`src/rtl/lcb_gate_ctrl_if.sv`:
```
// Bundle of per-domain request/status signals between the power manager and
// the local-clock-buffer gate controller. The master drives requests and the
// override. The slave (the controller) drives the enables and status.
interface lcb_gate_ctrl_if #(
  parameter int NUM_DOM = 4
);

  logic [NUM_DOM-1:0] req;
  logic [NUM_DOM-1:0] busy;
  logic               force_on;
  logic [NUM_DOM-1:0] lcb_en;
  logic [NUM_DOM-1:0] ack;
  logic               wake_busy;

  modport master (
    output req,
    output busy,
    output force_on,
    input  lcb_en,
    input  ack,
    input  wake_busy
  );

  modport slave (
    input  req,
    input  busy,
    input  force_on,
    output lcb_en,
    output ack,
    output wake_busy
  );

endinterface

```
`src/rtl/lcb_gate_ctrl.sv`:
```
// Local-clock-buffer gate controller.
// Each domain runs an OFF/WAKE/ON/IDLE FSM with an 8-bit down-counter.
// Only one domain may be waking at a time, which limits inrush current.
// The wake slot is handed out round-robin among OFF domains that are requesting.
// All outputs are registered. They are derived from the next state, so they
// line up with the state the domain enters on the same edge.
module lcb_gate_ctrl #(
  parameter int NUM_DOM  = 4,
  parameter int WAKE_CYC = 2,
  parameter int IDLE_CYC = 8
) (
  input  logic               iccad_clk,
  input  logic               iccad_rst_n,
  lcb_gate_ctrl_if.slave     bus
);

  localparam int GW = (NUM_DOM > 1) ? $clog2(NUM_DOM) : 1;

  typedef enum logic [1:0] {
    S_OFF  = 2'd0,
    S_WAKE = 2'd1,
    S_ON   = 2'd2,
    S_IDLE = 2'd3
  } state_e;

  // Per-domain state and counters
  state_e             st_q  [NUM_DOM];
  state_e             st_d  [NUM_DOM];
  logic [7:0]         cnt_q [NUM_DOM];
  logic [7:0]         cnt_d [NUM_DOM];

  // Round-robin pointer and registered outputs
  logic [GW-1:0]      last_grant_q;
  logic [NUM_DOM-1:0] lcb_en_q;
  logic [NUM_DOM-1:0] lcb_en_d;
  logic [NUM_DOM-1:0] ack_q;
  logic [NUM_DOM-1:0] ack_d;
  logic               wake_busy_q;
  logic               wake_busy_d;

  // Arbitration signals
  logic [NUM_DOM-1:0] pend;
  logic               any_wake;
  logic               grant_vld;
  logic [GW-1:0]      grant_idx;
  logic [GW-1:0]      cand;

  // Domains waiting for the wake slot, and whether the slot is currently taken
  always_comb begin
    pend     = '0;
    any_wake = 1'b0;
    for (int i = 0; i < NUM_DOM; i++) begin
      if (st_q[i] == S_OFF && bus.req[i]) pend[i] = 1'b1;
      if (st_q[i] == S_WAKE)              any_wake = 1'b1;
    end
  end

  // Round-robin grant: search from last_grant+1, wrapping modulo NUM_DOM.
  // The slot is only handed out on an edge where nobody is waking. As a
  // result, there is one handover cycle between consecutive wakes.
  always_comb begin
    grant_vld = 1'b0;
    grant_idx = '0;
    cand      = '0;
    if (!any_wake) begin
      for (int k = 0; k < NUM_DOM; k++) begin
        cand = GW'((int'(last_grant_q) + 1 + k) % NUM_DOM);
        if (!grant_vld && pend[cand]) begin
          grant_vld = 1'b1;
          grant_idx = cand;
        end
      end
    end
  end

  // Per-domain next state and counter
  always_comb begin
    for (int i = 0; i < NUM_DOM; i++) begin
      st_d[i]  = st_q[i];
      cnt_d[i] = cnt_q[i];
      case (st_q[i])
        S_OFF: begin
          if (grant_vld && grant_idx == GW'(i)) begin
            st_d[i]  = S_WAKE;
            cnt_d[i] = 8'(WAKE_CYC);
          end
        end
        S_WAKE: begin
          // Wake always runs to completion, even if req drops meanwhile
          if (cnt_q[i] <= 8'd1) begin
            st_d[i]  = S_ON;
            cnt_d[i] = 8'd0;
          end else begin
            cnt_d[i] = cnt_q[i] - 8'd1;
          end
        end
        S_ON: begin
          if (!bus.req[i] && !bus.busy[i]) begin
            st_d[i]  = S_IDLE;
            cnt_d[i] = 8'(IDLE_CYC);
          end
        end
        S_IDLE: begin
          // Renewed demand wins over the timeout; force_on freezes the timer
          if (bus.req[i] || bus.busy[i]) begin
            st_d[i]  = S_ON;
            cnt_d[i] = 8'd0;
          end else if (bus.force_on) begin
            cnt_d[i] = cnt_q[i];
          end else if (cnt_q[i] <= 8'd1) begin
            st_d[i]  = S_OFF;
            cnt_d[i] = 8'd0;
          end else begin
            cnt_d[i] = cnt_q[i] - 8'd1;
          end
        end
        default: begin
          st_d[i]  = S_OFF;
          cnt_d[i] = 8'd0;
        end
      endcase
    end
  end

  // Output next values taken from next state. wake_busy also covers the
  // handover cycle, when a domain finishes waking while others are queued.
  always_comb begin
    lcb_en_d    = '0;
    ack_d       = '0;
    wake_busy_d = any_wake && (pend != '0);
    for (int i = 0; i < NUM_DOM; i++) begin
      lcb_en_d[i] = (st_d[i] != S_OFF) || bus.force_on;
      ack_d[i]    = (st_d[i] == S_ON);
      if (st_d[i] == S_WAKE) wake_busy_d = 1'b1;
    end
  end

  // State, counters, grant pointer and registered outputs
  always_ff @(posedge iccad_clk or negedge iccad_rst_n) begin
    if (!iccad_rst_n) begin
      for (int i = 0; i < NUM_DOM; i++) begin
        st_q[i]  <= S_OFF;
        cnt_q[i] <= 8'd0;
      end
      last_grant_q <= GW'(NUM_DOM - 1);
      lcb_en_q     <= '0;
      ack_q        <= '0;
      wake_busy_q  <= 1'b0;
    end else begin
      for (int i = 0; i < NUM_DOM; i++) begin
        st_q[i]  <= st_d[i];
        cnt_q[i] <= cnt_d[i];
      end
      if (grant_vld) last_grant_q <= grant_idx;
      lcb_en_q    <= lcb_en_d;
      ack_q       <= ack_d;
      wake_busy_q <= wake_busy_d;
    end
  end

  assign bus.lcb_en    = lcb_en_q;
  assign bus.ack       = ack_q;
  assign bus.wake_busy = wake_busy_q;

endmodule

```
`src/flat_wrapper.sv`:
```
// flat-port wrapper written by rule: the top's interface ports become plain ports
module lcb_gate_ctrl_flat 
#(
  parameter int NUM_DOM  = 4,
  parameter int WAKE_CYC = 2,
  parameter int IDLE_CYC = 8
)
  (iccad_clk, iccad_rst_n, bus_req, bus_busy, bus_force_on, bus_lcb_en, bus_ack, bus_wake_busy);
  lcb_gate_ctrl_if #(.NUM_DOM(NUM_DOM)) bus_i ();
  input  logic iccad_clk;
  input  logic iccad_rst_n;
  input wire logic [$bits(bus_i.req)-1:0] bus_req;
  input wire logic [$bits(bus_i.busy)-1:0] bus_busy;
  input wire logic [$bits(bus_i.force_on)-1:0] bus_force_on;
  output wire logic [$bits(bus_i.lcb_en)-1:0] bus_lcb_en;
  output wire logic [$bits(bus_i.ack)-1:0] bus_ack;
  output wire logic [$bits(bus_i.wake_busy)-1:0] bus_wake_busy;
  assign bus_i.req = bus_req;
  assign bus_i.busy = bus_busy;
  assign bus_i.force_on = bus_force_on;
  assign bus_lcb_en = bus_i.lcb_en;
  assign bus_ack = bus_i.ack;
  assign bus_wake_busy = bus_i.wake_busy;
  lcb_gate_ctrl #(.NUM_DOM(NUM_DOM), .WAKE_CYC(WAKE_CYC), .IDLE_CYC(IDLE_CYC)) u_core (.iccad_clk(iccad_clk), .iccad_rst_n(iccad_rst_n), .bus(bus_i));
endmodule
```
`config.mk`:
```
export PLATFORM = sky130hd
export DESIGN_NAME = lcb_gate_ctrl_flat
export DESIGN_NICKNAME = d
export VERILOG_FILES = /design/src/rtl/lcb_gate_ctrl_if.sv /design/src/rtl/lcb_gate_ctrl.sv /design/src/flat_wrapper.sv
export SDC_FILE = /design/constraint.sdc
export NUM_CORES = 1
export LEC_CHECK = 0
export BUFFER_PORTS_ARGS = -buffer_cell sky130_fd_sc_hd__buf_2
export CORE_UTILIZATION = 65
export CTS_CLUSTER_SIZE = 30
export DETAILED_ROUTE_END_ITERATION = 8
export GPL_TIMING_DRIVEN = 0
export PLACE_DENSITY_LB_ADDON = 0.12
export SETUP_SLACK_MARGIN = 0.5
export SYNTH_ARGS = -nofsm -noshare
export SYNTH_HDL_FRONTEND = slang
export SYNTH_SLANG_ARGS = --single-unit
```
`constraint.sdc`:
```
create_clock -name iccad_clk -period 8.2 [get_ports iccad_clk]
set_input_delay 1.64 -clock iccad_clk [delete_from_list [all_inputs] [get_ports iccad_clk]]
set_output_delay 1.64 -clock iccad_clk [all_outputs]
set_load 0.03 [all_outputs]
```
After elaboration in Yosys (flattened, before gate mapping)
Cells that the tools add are included.
W data, S select, Z words.

word-level totals
  bits in latches = 0
  bits of input ports = 11
  memory bits (writable) = 0
  output and inout port bits = 9
  flip-flop bits (word level) = 51
  memories kept = 0
  bits in read-only memories = 0
  word-level logic and storage cells = 197

cells by class
  reductions and logical operators = 49
  shifts and indexed selects = 0
  divide/modulo/power cells = 0
  eq/ne operators = 35
  $add $sub $neg = 8
  magnitude comparators = 8
  multiply operators = 0
  bitwise operators = 0
  muxes and demuxes = 85

operators by type and width
  kind                   count
  $mux W8                20
  $pmux W8 S4            4
  $mux W2                29
  $le A8 B1 Y1 const B   4
  $pmux W2 S4            4
  $sub A8 B1 Y8 const B  4
  $eq A2 B2 Y1 const B   14
  $mux W1                24
  $eq A2 B1 Y1 const B   9
  $logic_and A1 B1 Y1    16
  $lt A2 B3 Y1 const B   4
  $ne A3 B2 Y1 const B   4
  $reduce_and A3 Y1      4
  $logic_not A1 Y1       11
  $logic_not A2 Y1       5
  $bmux W1 S2            4
  $logic_or A1 B1 Y1     8
  $ne A2 B1 Y1 const B   4
  $ne A2 B2 Y1 const B   4
  $reduce_bool A2 Y1     4
  $add A2 B1 Y2 const B  2
  $add A2 B2 Y2 const B  2
  $reduce_bool A4 Y1     1

Logic depth before layout (Yosys ltp)
Gate-level depths: netlist (run 1).

  word-level depth = 28
  gate-level depth with buffers = 10
  depth with buffers taken out = 8

Worst setup path before layout (run 1)
No wires, ideal clock.

  path type = input to register
  from = in bus_req[0]
  to = reg u_core.lcb_en_q[3], in the netlist u_core.bus.lcb_en[3]
  path buffers = 1
  path slack = 4.450 ns
  library setup time = 0.139 ns
  arrival = 3.612 ns
  stages = 8
  required time = 8.061 ns
  path through = or3b_1 -> buf_2 -> or3_4 -> a211oi_2 -> a21oi_2 -> and2_4 -> o21a_1 -> or4_4

between the ends
  longest elaborated chain between the ends = 24
  elaborated cells between the ends (all ways) = 35
  classes of those cells = eq/ne (1); mux (24); reduce/logical (10)

ends and longest elaborated chain
  what                           RTL line              text
  start: declaration             flat_wrapper.sv:12    input wire logic [$bits(bus_i.req)-1:0] bus_req;
  $logic_and A1 B1 Y1 *          lcb_gate_ctrl.sv:53   if (st_q[i] == S_OFF && bus.req[i]) pend[i] = 1'b1;
  $mux W1 *                      lcb_gate_ctrl.sv:53
  $bmux W1 S2                    lcb_gate_ctrl.sv:68   if (!grant_vld && pend[cand]) begin
  $mux W1 (implied by the code)  lcb_gate_ctrl.sv:68
  $mux W1                        lcb_gate_ctrl.sv:68
  $mux W1                        lcb_gate_ctrl.sv:65   if (!any_wake) begin
  $logic_not A1 Y1               lcb_gate_ctrl.sv:68
  $logic_and A1 B1 Y1            lcb_gate_ctrl.sv:68
  [9 not listed]                 -
  $mux W2                        lcb_gate_ctrl.sv:65
  $eq A2 B2 Y1                   lcb_gate_ctrl.sv:83   if (grant_vld && grant_idx == GW'(i)) begin
  $logic_and A1 B1 Y1 *          lcb_gate_ctrl.sv:83
  $mux W2 *                      lcb_gate_ctrl.sv:83
  $pmux W2 S4 *                  lcb_gate_ctrl.sv:81   case (st_q[i])
  $reduce_bool A2 Y1 *           lcb_gate_ctrl.sv:132  lcb_en_d[i] = (st_d[i] != S_OFF) || bus.force_on;
  $logic_or A1 B1 Y1 *           lcb_gate_ctrl.sv:132
  named net u_core.lcb_en_d[3]   lcb_gate_ctrl.sv:35   logic [NUM_DOM-1:0] lcb_en_d;
  end signal: assignment         lcb_gate_ctrl.sv:155  lcb_en_q <= lcb_en_d;
  end: declaration               lcb_gate_ctrl.sv:34   logic [NUM_DOM-1:0] lcb_en_q;

Mark *: on every way through the listed nets, which the timed path passes. The rest lies on a longest branch. The select of a mux whose other input is x is not followed.
A chain may end at the register's enable or synchronous reset.

Worst setup path after layout (run 1)
  from = in bus_req[1]
  to = reg u_core.cnt_q[29] (netlist name)

between the ends
  longest elaborated chain between the ends = 22
  elaborated cells between the ends (all ways) = 33
  classes of those cells = eq/ne (1); mux (22); reduce/logical (10)

ends and longest elaborated chain
  what                            RTL line              text
  $logic_and A1 B1 Y1 *           lcb_gate_ctrl.sv:53
  $mux W1 *                       lcb_gate_ctrl.sv:53
  $bmux W1 S2                     lcb_gate_ctrl.sv:68
  $mux W1 (implied by the code)   lcb_gate_ctrl.sv:68
  $mux W1                         lcb_gate_ctrl.sv:68
  $mux W1                         lcb_gate_ctrl.sv:65
  $logic_not A1 Y1                lcb_gate_ctrl.sv:68
  $logic_and A1 B1 Y1             lcb_gate_ctrl.sv:68
  [6 not listed]                  -
  $logic_not A1 Y1                lcb_gate_ctrl.sv:68
  $logic_and A1 B1 Y1             lcb_gate_ctrl.sv:68
  $mux W2                         lcb_gate_ctrl.sv:68
  $mux W2                         lcb_gate_ctrl.sv:65
  $logic_not A2 Y1                lcb_gate_ctrl.sv:83
  $logic_and A1 B1 Y1 *           lcb_gate_ctrl.sv:83
  $ne A2 B2 Y1 (no line) *        -
  $reduce_and A3 Y1 (no line) *   -
  end signal: indexed assignment  lcb_gate_ctrl.sv:152  cnt_q[i] <= cnt_d[i];
  end: declaration                lcb_gate_ctrl.sv:29   logic [7:0] cnt_q [NUM_DOM];

Mark *: on every way between the ends. The rest lies on a longest branch, timed or not. The select of a mux whose other input is x is not followed.

==> results of run 1 <==
==> Yosys cell counts, types with 3 or more instances <==
library cell and n:
and2_1 3, nand3_1 8, nand2_1 29, or3_1 7
nand4_1 3, nor3_1 17, nor2b_1 8, clkbuf_1 11
a31oi_1 15, a21oi_1 28, nor2_1 37, ha_1 8
o21a_1 4, a211o_1 3, o211ai_1 3, a22o_1 4
or2_2 6, o21ai_0 32, nand2b_1 5, nor4b_1 3
inv_1 23, o21bai_1 3, dfrtp_1 49, nor4_1 8
o22ai_1 4
==> power by group <==
part / total [uW] / leakage, uW / internal [uW] / switching [uW]
sequential: 413 / 0.000621 / 343 / 70.6
clock: 134 / 0.0000383 / 58.9 / 75.4
combinational: 606 / 0.000741 / 225 / 381
total: 1150 / 0.00140 / 626 / 527
==> through the flow <==
stage | power [uW] | std cells | hold slack [ns]
floorplan | 869.0 | 369 | 0.4513
global placement | 986.4 | 439 | 0.4773
detailed placement | 1009 | 439 | 0.4930
CTS | 1147 | 446 | 0.5074
global route | 1252 | 446 | 0.5394
finish | 1154 | 446 | 0.5070
==> critical path: stages <==
cell,delay (ns)
buf_2,0.11
nor3b_1,0.75
o21ai_0,0.25
a2bb2oi_1,0.30
a21oi_2,0.12
o21ai_0,0.57
o21ai_0,0.20
a22o_1,0.26
==> worst min path at each step <==
stage	startpoint	to	slack [ns]	cells after the start
after floorplan	u_core.cnt_q[15]	u_core.cnt_q[15]	0.45	1
after global placement	u_core.cnt_q[15]	u_core.cnt_q[15]	0.48	1
after detailed placement	u_core.cnt_q[5]	u_core.cnt_q[5]	0.49	1
after CTS	u_core.cnt_q[5]	u_core.cnt_q[5]	0.51	1
after global routing	u_core.cnt_q[15]	u_core.cnt_q[15]	0.54	1
final	u_core.cnt_q[15]	u_core.cnt_q[15]	0.51	1
==> cells by family (layout without fill, tap and decap cells) <==
family	after synthesis	count (layout)	synth area share (%)
AO/OA/AOI/OAI	121	121	25.08
flip-flops	51	51	40.95
adder cells (fa/ha/maj)	8	8	3.205
multiplexers	3	3	1.002
buffers and inverters	37	62	4.768
AND/OR/NAND/NOR	148	148	24.72
XOR/XNOR	1	1	0.2805
==> layer usage <==
metal | vias up | global-route usage [%] | wire (um)
li1 | 1403 | - | -
met1 | 1378 | 39.02 | 3203
met2 | 106 | 46.98 | 3167
met3 | 7 | 4.501 | 343
met4 | 0 | 8.444 | 68
met5 | - | 0 | 0
==> state kept, by name, summed over array words and instances, names as in the netlist <==
name / flops
u_core.cnt_q: 32
u_core.st_q: 8
u_core.bus.ack: 4
u_core.bus.lcb_en: 4
u_core.last_grant_q: 2
u_core.bus.wake_busy: 1
==> cell usage in the layout (no fill, tap or decap), types with 3 or more instances in the layout <==
master / n
dfrtp_1: 49
nor2_1: 37
o21ai_0: 32
nand2_1: 29
a21oi_1: 28
inv_1: 23
buf_2: 20
nor3_1: 17
a31oi_1: 15
clkbuf_1: 13
nand3_1: 8
nor2b_1: 8
nor4_1: 8
ha_1: 8
or3_1: 7
or2_2: 6
nand2b_1: 5
clkbuf_8: 5
o21a_1: 4
o22ai_1: 4
a22o_1: 4
o21bai_1: 3
nor4b_1: 3
and2_1: 3
o211ai_1: 3
a211o_1: 3
nand4_1: 3
==> layout make-up <==
cell class	instances	area share, %
Multi-Input combinational cell	281	50.54
Sequential cell	51	38.12
Timing Repair Buffer	18	2.686
Inverter	23	2.574
Clock buffer	7	2.275
Tap cell	52	1.940
Buffer	14	1.865
==> impl_metrics.json, run 1 <==
{
  "peakVddDrop_mv": 0.2087,
  "cts.reportedPaths.clkPinSlew_ns": 0.08,
  "drc": 2,
  "maxCapViolCount": 0,
  "maxSlewViolCount": 0,
  "synth-edff-count": 0,
  "cts_tree": "done",
  "async_flop_share_pct": 100.0,
  "ys_warn_count": 0,
  "final_hold_viol_count": 0,
  "root_buffer": "clkbuf_8",
  "nets": 413,
  "ys_seq_area_share_pct": 40.95,
  "die_area_mm2": 0.005086,
  "routed_via_density": 6.489,
  "skew_ns": 0.01079,
  "netlist_area_mm2": 0.003123,
  "cts.sinks": 51,
  "outcome": "finished, violations left",
  "r2r-start": "u_core.st_q[4]",
  "cts_made_buffers": 5,
  "period_share_pct": 48.78,
  "worst_slew_pin_slew_ns": 1.097,
  "fin_crit_ns": 4.000,
  "cts_max_level": 2,
  "grt_max_degree": 52,
  "dp_hpwl_mm": 4.817,
  "crit_path_start": "bus_req[1]",
  "syn_avg_cell_area_um2": 8.463,
  "slew_headroom_pct": 26.88,
  "synth_cell_types": 61,
  "arrival_ns": 4.19,
  "multi_input_area_mm2": 0.001695,
  "seq_area_mm2": 0.001279,
  "dr.pass1.iters": 7,
  "post-place-ws_ns": 3.993,
  "grt_overflow": 0,
  "die_x_um": 71.32,
  "grtUsageTotal_pct": 28.47,
  "hp-class": "reg -> reg",
  "diodes": 0,
  "row_count": 24,
  "grt_pass1_wl_mm": 11.65,
  "cts_buffer_depth": 2,
  "worst_ep_required_time_ns": 8.39,
  "cts_setup_buffers": 0,
  "rsz0062_at_grt": "no",
  "syn_to_final_growth_pct": 7.412,
  "setup_viol": 0,
  "cp_max_fo": 8,
  "cts_hold_buffers": 0,
  "reg2regPathDepth": 8,
  "final_area_mm2": 0.003354,
  "io_pins": 20,
  "die_h_um": 71.32,
  "final_util_pct": 74.97,
  "synth-seq-cells": 51,
  "failed_checks": "DRC",
  "drive_gt1_share_pct": 11.42,
  "crit_type": "in -> reg",
  "cts_resized": 0,
  "vias": 2894,
  "dr.first_iter.drc_count": 322,
  "ys.flop_type": "dfrtp_1",
  "power_density_mw_per_mm2": 343.9,
  "max_freq_mhz": 250.0,
  "synth_nets": 388,
  "wirelength_mm": 6.782,
  "worst_slack_ns": 4.200,
  "core_mm2": 0.004474,
  "final_antenna_net_count": 0,
  "yosys.area.top_type_share_pct": 39.26,
  "synth.largest_area_cell": "dfrtp_1",
  "power_leakage_uw": 0.001401,
  "antenna_found_initial": 0,
  "r2r_end": "u_core.cnt_q[29]",
  "start_kind": "primary input",
  "io_buffers": 18,
  "grt_pass1_vias": 2633,
  "endpoint_kind": "register",
  "cp-endpoint": "u_core.cnt_q[29]",
  "start_util_pct": 69.80,
  "clock_latency_ns": 0.30,
  "avgRoutedWirePerCell_um": 15.21,
  "fin_setup_tns_ns": 0,
  "netlist_instances": 369,
  "fillers": 321,
  "placed_area_mm2": 0.003278,
  "gp_congestion": 0.9519,
  "worst-r2r-setup-slack_ns": 5.03,
  "synth_area_leaders": "dfrtp_1 39%, o21ai_0 5.1%, a21oi_1 4.5%, nor2_1 4.4%, nand2_1 3.5%"
}
(Power assumes the default switching activity.)
==> run 2, diff against run 1 <==
- CORE_UTILIZATION: 65 -> 61
- clock period: 8.2 -> 4.1 ns (I/O delays scaled with it)
==> run 2 against run 1 <==
  * The run now ends clean
  * Critical path type unchanged
  * Register-to-register slack worse by 4.0 ns
  * Via count fell by 1.8%
  * Clock skew is 0.0017 ns lower
  * Critical endpoint is now u_core.cnt_q[31]
  * Global-route usage decreased by 2.1 points
  * Clock-buffer cell count shrank 1
  * Core utilization decreased by 3.8 points
  * Routed wire length fell by 2.6%
==> impl_metrics.json, run 2 (synthesis gave the netlist of run 1 again) <==
{
  "cts_buffer_depth": 2,
  "cts_resized": 0,
  "cts.reportedPaths.clkPinSlew_ns": 0.09,
  "die_x_um": 73.55,
  "antenna_found_initial": 0,
  "hp-class": "reg -> reg",
  "grtUsageMet3_pct": 4.801,
  "cts_setup_buffers": 0,
  "skew_ns": 0.009122,
  "arrival_ns": 3.25,
  "crit_path_start": "bus_req[1]",
  "crit_type": "in -> reg",
  "grt_max_degree": 52,
  "slew_headroom_pct": 26.38,
  "crit_chain": "buf_2, nor3b_1, o21ai_0, a2bb2oi_1, a21oi_2, o21ai_0, o21ai_0, a22o_1",
  "drive_gt1_share_pct": 11.90,
  "drc": 0,
  "max_stage_delay_ns": 0.71,
  "avgRoutedWirePerCell_um": 14.29,
  "peakVddDrop_mv": 0.4699,
  "r2r-start": "u_core.st_q[4]",
  "grt_busiest_layer": "met2",
  "cts_made_buffers": 5,
  "largest_reg_flops": 32,
  "crit_top_cell": "o21ai_0",
  "grt_pass1_vias": 2508,
  "power_density_mw_per_mm2": 709.3,
  "start_kind": "primary input",
  "dr.first_iter.drc_count": 204,
  "cts_tree": "done",
  "slowest_stage": "nor3b_1",
  "cp_max_fo": 8,
  "vias": 2841,
  "die_area_mm2": 0.005410,
  "root_buffer": "clkbuf_8",
  "clock_latency_ns": 0.31,
  "final_antenna_net_count": 0,
  "grt_util_met2_pct": 42.61,
  "max_freq_mhz": 327.6,
  "worst_slew_pin_slew_ns": 1.104,
  "period_share_pct": 74.44,
  "final_util_pct": 71.19,
  "dp_hpwl_mm": 4.637,
  "setup_viol": 0,
  "top_regs": "u_core.cnt_q: 32 flops, u_core.st_q: 8 flops",
  "grtUsageTotal_pct": 26.34,
  "endpoint_kind": "register",
  "io_pins": 20,
  "grt_pass1_wl_mm": 11.10,
  "final_hold_viol_count": 0,
  "fin_crit_ns": 3.052,
  "worst-r2r-setup-slack_ns": 1.06,
  "row_count": 25,
  "top_register": "u_core.cnt_q",
  "reg2regPathDepth": 8,
  "dr.pass1.iters": 5,
  "io_buffers": 18,
  "cts_hold_buffers": 0,
  "final_common_cell": "dfrtp_1",
  "fin_setup_tns_ns": 0,
  "core_mm2": 0.004817,
  "gp_congestion": 0.9003,
  "worst_ep_required_time_ns": 4.30,
  "layout_common_cells": "49 x dfrtp_1, 37 x nor2_1, 32 x o21ai_0",
  "maxSlewViolCount": 0,
  "power_leakage_uw": 0.001428,
  "cts_max_level": 2,
  "maxCapViolCount": 0,
  "nets": 413,
  "wirelength_mm": 6.603,
  "rsz0062_at_grt": "no",
  "cp-endpoint": "u_core.cnt_q[31]",
  "r2r_end": "u_core.cnt_q[31]",
  "routed_via_density": 6.149,
  "start_util_pct": 64.83,
  "die_h_um": 73.55,
  "diodes": 0,
  "syn_to_final_growth_pct": 9.816,
  "outcome": "finished, final reports clean",
  "grt_overflow": 0,
  "cts.sinks": 51,
  "met1_usage_pct": 35.77
}
==> run 2: changes by cell type in the layout (fill, tap and decap cells not counted) <==
cell / previous run / this run
bufinv_16: 0 / 2
clkbuf_1: 13 / 12
==> run 2: routing by layer <==
layer	share of wire, %	wire, um
met1	48	3161
met2	46	3049
met4	1.3	85
met5	0	0
met3	4.6	307
==> run 2: area by class of cell <==
| cell class | instances | area [um2] |
|---|---|---|
| clock inverters | 2 | 60.06 |
| inverters | 23 | 86.33 |
| plain buffers | 14 | 62.56 |
| flip-flops and latches | 51 | 1279 |
| well taps | 67 | 83.83 |
| clock buffers | 6 | 72.57 |
| fillers | 379 | 1388 |
| multi-input cells | 281 | 1695 |
| repair buffers | 18 | 90.09 |
==> run 2: worst min path at each step <==
| stage | from | to | cells after the start |
|---|---|---|---|
| floorplan | u_core.cnt_q[15] | u_core.cnt_q[15] | 1 |
| global placement | u_core.cnt_q[15] | u_core.cnt_q[15] | 1 |
| detailed placement | u_core.cnt_q[15] | u_core.cnt_q[15] | 1 |
| CTS | u_core.cnt_q[15] | u_core.cnt_q[15] | 1 |
| global route | u_core.cnt_q[15] | u_core.cnt_q[15] | 1 |
| finish | u_core.cnt_q[15] | u_core.cnt_q[15] | 1 |
==> run 2: per-stage QoR <==
| stage | worst slack [ns] | hold WS (ns) | area [um2] | instances | power (uW) |
|---|---|---|---|---|---|
| floorplan | 1.170 | 0.4513 | 3123 | 369 | 1738 |
| global placement | 0.8154 | 0.4802 | 3297 | 454 | 1979 |
| detailed placement | 0.7619 | 0.4862 | 3297 | 454 | 2014 |
| CTS | 1.080 | 0.5049 | 3430 | 462 | 2432 |
| global route | 0.7341 | 0.5264 | 3430 | 462 | 2632 |
| finish | 1.048 | 0.5099 | 3430 | 462 | 2433 |
==> run 2: where the power goes <==
part / total (uW) / switching (uW) / internal (uW)
Combinational: 1200 / 753 / 449
Sequential: 822 / 137 / 685
Clock: 409 / 165 / 244
==> run 2: critical path, delay by kind of cell <==
family | cells | cell delay [ns]
buffers and inverters | 1 | 0.11
AND/OR/NAND/NOR | 1 | 0.71
AO/OA/AOI/OAI | 6 | 1.60
==> run 3, diff against run 2 <==
- ABC_AREA: unset -> 1
- clock period: 4.1 -> 3.1 ns (I/O delays scaled with it)
==> run 3 against run 2 <==
  * Synthesized area grew 7.3%
  * Clock power shrank 9.5%
  * Largest cell class unchanged
  * Via count grew 8.5%
  * Critical path type is now reg -> reg
  * Core utilization shrank 1.7 points
==> impl_metrics.json, run 3 <==
{
  "worst_slew_pin_slew_ns": 1.141,
  "largest_reg_flops": 32,
  "synth.largest_area_cell": "dfrtp_1",
  "ys_seq_area_share_pct": 38.15,
  "die_h_um": 76.13,
  "hp-class": "reg -> reg",
  "drc": 0,
  "clock_latency_ns": 0.31,
  "syn_to_final_growth_pct": 7.876,
  "fin_crit_ns": 2.319,
  "async_flop_share_pct": 100.0,
  "io_buffers": 19,
  "setup_viol": 0,
  "vias": 3082,
  "final_hold_viol_count": 0,
  "root_buffer": "clkbuf_8",
  "maxSlewViolCount": 0,
  "cts_setup_buffers": 0,
  "dr.first_iter.drc_count": 142,
  "dr.pass1.iters": 5,
  "cts_tree": "done",
  "outcome": "finished, final reports clean",
  "cts_resized": 0,
  "endpoint_kind": "register",
  "cts_buffer_depth": 2,
  "routed_via_density": 5.513,
  "netlist_instances": 462,
  "cp_top_family": "simple AND/OR/NAND/NOR gates",
  "crit_type": "reg -> reg",
  "crit_buf_inv": 3,
  "max_freq_mhz": 431.3,
  "start_util_pct": 64.40,
  "io_pins": 20,
  "cp.depth": 15,
  "worst_hold_slack_ns": 0.4900,
  "cp-endpoint": "u_core.cnt_q[14]",
  "wirelength_mm": 7.101,
  "diodes": 0,
  "r2r-start": "u_core.last_grant_q[0]",
  "cts.sinks": 51,
  "power_leakage_uw": 0.001780,
  "peakVddDrop_mv": 0.5523,
  "power_density_mw_per_mm2": 1048,
  "top_regs": "u_core.cnt_q: 32 flops, u_core.st_q: 8 flops",
  "top_register": "u_core.cnt_q",
  "worst-r2r-setup-slack_ns": 0.78,
  "antenna_found_initial": 0,
  "avgRoutedWirePerCell_um": 12.70,
  "synth-edff-count": 0,
  "fin_setup_tns_ns": 0,
  "yosysMostFrequentCell": "nand2_1",
  "grt_overflow": 0,
  "cp_max_fo": 10,
  "final_common_cell": "nand2_1",
  "cts_hold_buffers": 0,
  "cts.reportedPaths.clkPinSlew_ns": 0.09,
  "cts_made_buffers": 5,
  "arrival_ns": 2.51,
  "slew_headroom_pct": 23.90,
  "ys.flop_type": "dfrtp_1",
  "synth_nets": 481,
  "synth_common_cells": "121 x nand2_1, 63 x inv_1, 49 x dfrtp_1, 45 x nor2_1, 29 x nand3_1",
  "row_count": 26,
  "grtUsageTotal_pct": 26.47,
  "fillers": 447,
  "slowest_stage": "dfstp_2",
  "gp_congestion": 0.9117,
  "synth_area_leaders": "dfrtp_1 37%, nand2_1 14%, inv_1 7.1%, nor2_1 5.0%, xor2_1 4.4%",
  "r2r_end": "u_core.cnt_q[14]",
  "grt_pass1_vias": 2934,
  "dp_hpwl_mm": 5.247,
  "skew_ns": 0.009323,
  "grt_max_degree": 52,
  "netlist_area_mm2": 0.003352,
  "maxCapViolCount": 0,
  "die_x_um": 76.13,
  "worst_slack_ns": 0.7813,
  "start_kind": "register",
  "period_share_pct": 74.80,
  "drive_gt1_share_pct": 11.86,
  "crit_top_cell": "nand2_1",
  "nets": 507,
  "ys_warn_count": 0,
  "layout_common_cells": "121 x nand2_1, 63 x inv_1, 49 x dfrtp_1",
  "cts_max_level": 2,
  "post-place-ws_ns": 0.8281,
  "synth-seq-cells": 51,
  "crit_chain": "buf_2, inv_4, nand2_1, nand2_1, nand3_1, nand2_1, nand3_1, nor2_1, nor2_1, nand3_1, nand2_1, nand2_2, buf_6, nand2_1, o21ai_1",
  "grt_pass1_wl_mm": 12.46,
  "worst_ep_required_time_ns": 3.29,
  "max_stage_delay_ns": 0.52,
  "syn_avg_cell_area_um2": 7.255,
  "crit_path_start": "u_core.last_grant_q[0]",
  "core_mm2": 0.005205,
  "die_area_mm2": 0.005796,
  "reg2regPathDepth": 15,
  "final_antenna_net_count": 0,
  "synth_cell_types": 40,
  "yosys.area.top_type_share_pct": 36.58,
  "rsz0062_at_grt": "no"
}
run 3: changes by cell type after synthesis, sizes merged, moves of 10 or more:
cell / change
nand2: +98
inv: +41
nand3: +25
xor2: +17
a21oi: -16
nor2: +13
clkbuf: -10
run 3: layout make-up:
cell class | count | area [um2] | area share, %
clock inverter | 1 | 5.005 | 0.1384
sequential | 51 | 1279 | 35.36
inverter | 65 | 246.5 | 6.817
clock buffer | 7 | 76.32 | 2.111
buffer | 7 | 58.81 | 1.626
multi-input combinational | 339 | 1768 | 48.89
tap | 70 | 87.58 | 2.422
timing repair buffer | 19 | 95.09 | 2.630
run 3: power by group:
part | internal [uW] | switching [uW]
Clock | 159 | 211
Sequential | 908 | 194
Combinational | 810 | 1510
run 3: worst min path at each step:
stage	startpoint	endpoint	slack [ns]	cells past startpoint
floorplan	iccad_rst_n	u_core.bus.ack[0]	0.32	0
detailed placement	u_core.cnt_q[27]	u_core.cnt_q[27]	0.48	2
global placement	u_core.cnt_q[27]	u_core.cnt_q[27]	0.46	2
CTS	u_core.cnt_q[27]	u_core.cnt_q[27]	0.50	2
global route	u_core.cnt_q[25]	u_core.cnt_q[25]	0.54	2
finish	u_core.cnt_q[27]	u_core.cnt_q[27]	0.49	2
run 3: worst min-delay path, cell delays in order, from the launching register on:
cell	delay, ns
dfrtp_1	0.36
nand2_1	0.06
nand2_1	0.05
run 3: kinds of logic after synthesis:
logic type,count (synthesis),synth area share (%)
flops,51,38.15
fa+ha+maj,8,2.986
buf+inv,72,9.108
xor+xnor,18,4.703
simple gates,243,32.29
compound gates,70,12.77
run 3: stage by stage:
stage	cells	power (uW)	area (um2)	utilization, %
6_report	559	3791	3616	69.47
5_1_grt	559	4155	3616	69.47
4_1_cts	559	3778	3616	69.47
3_5_place_dp	551	3397	3535	67.91
3_3_place_gp	551	3324	3535	67.91
2_1_floorplan	462	2925	3352	-
run 3: metal layers:
layer  global-route usage (%)  up-vias  share of wire, %
met4                    11.73        0               1.5
met5                        0        -                 0
met1                    33.99     1427                45
li1                         -     1551                 -
met2                    45.09       95                49
met3                    3.114        9               4.5
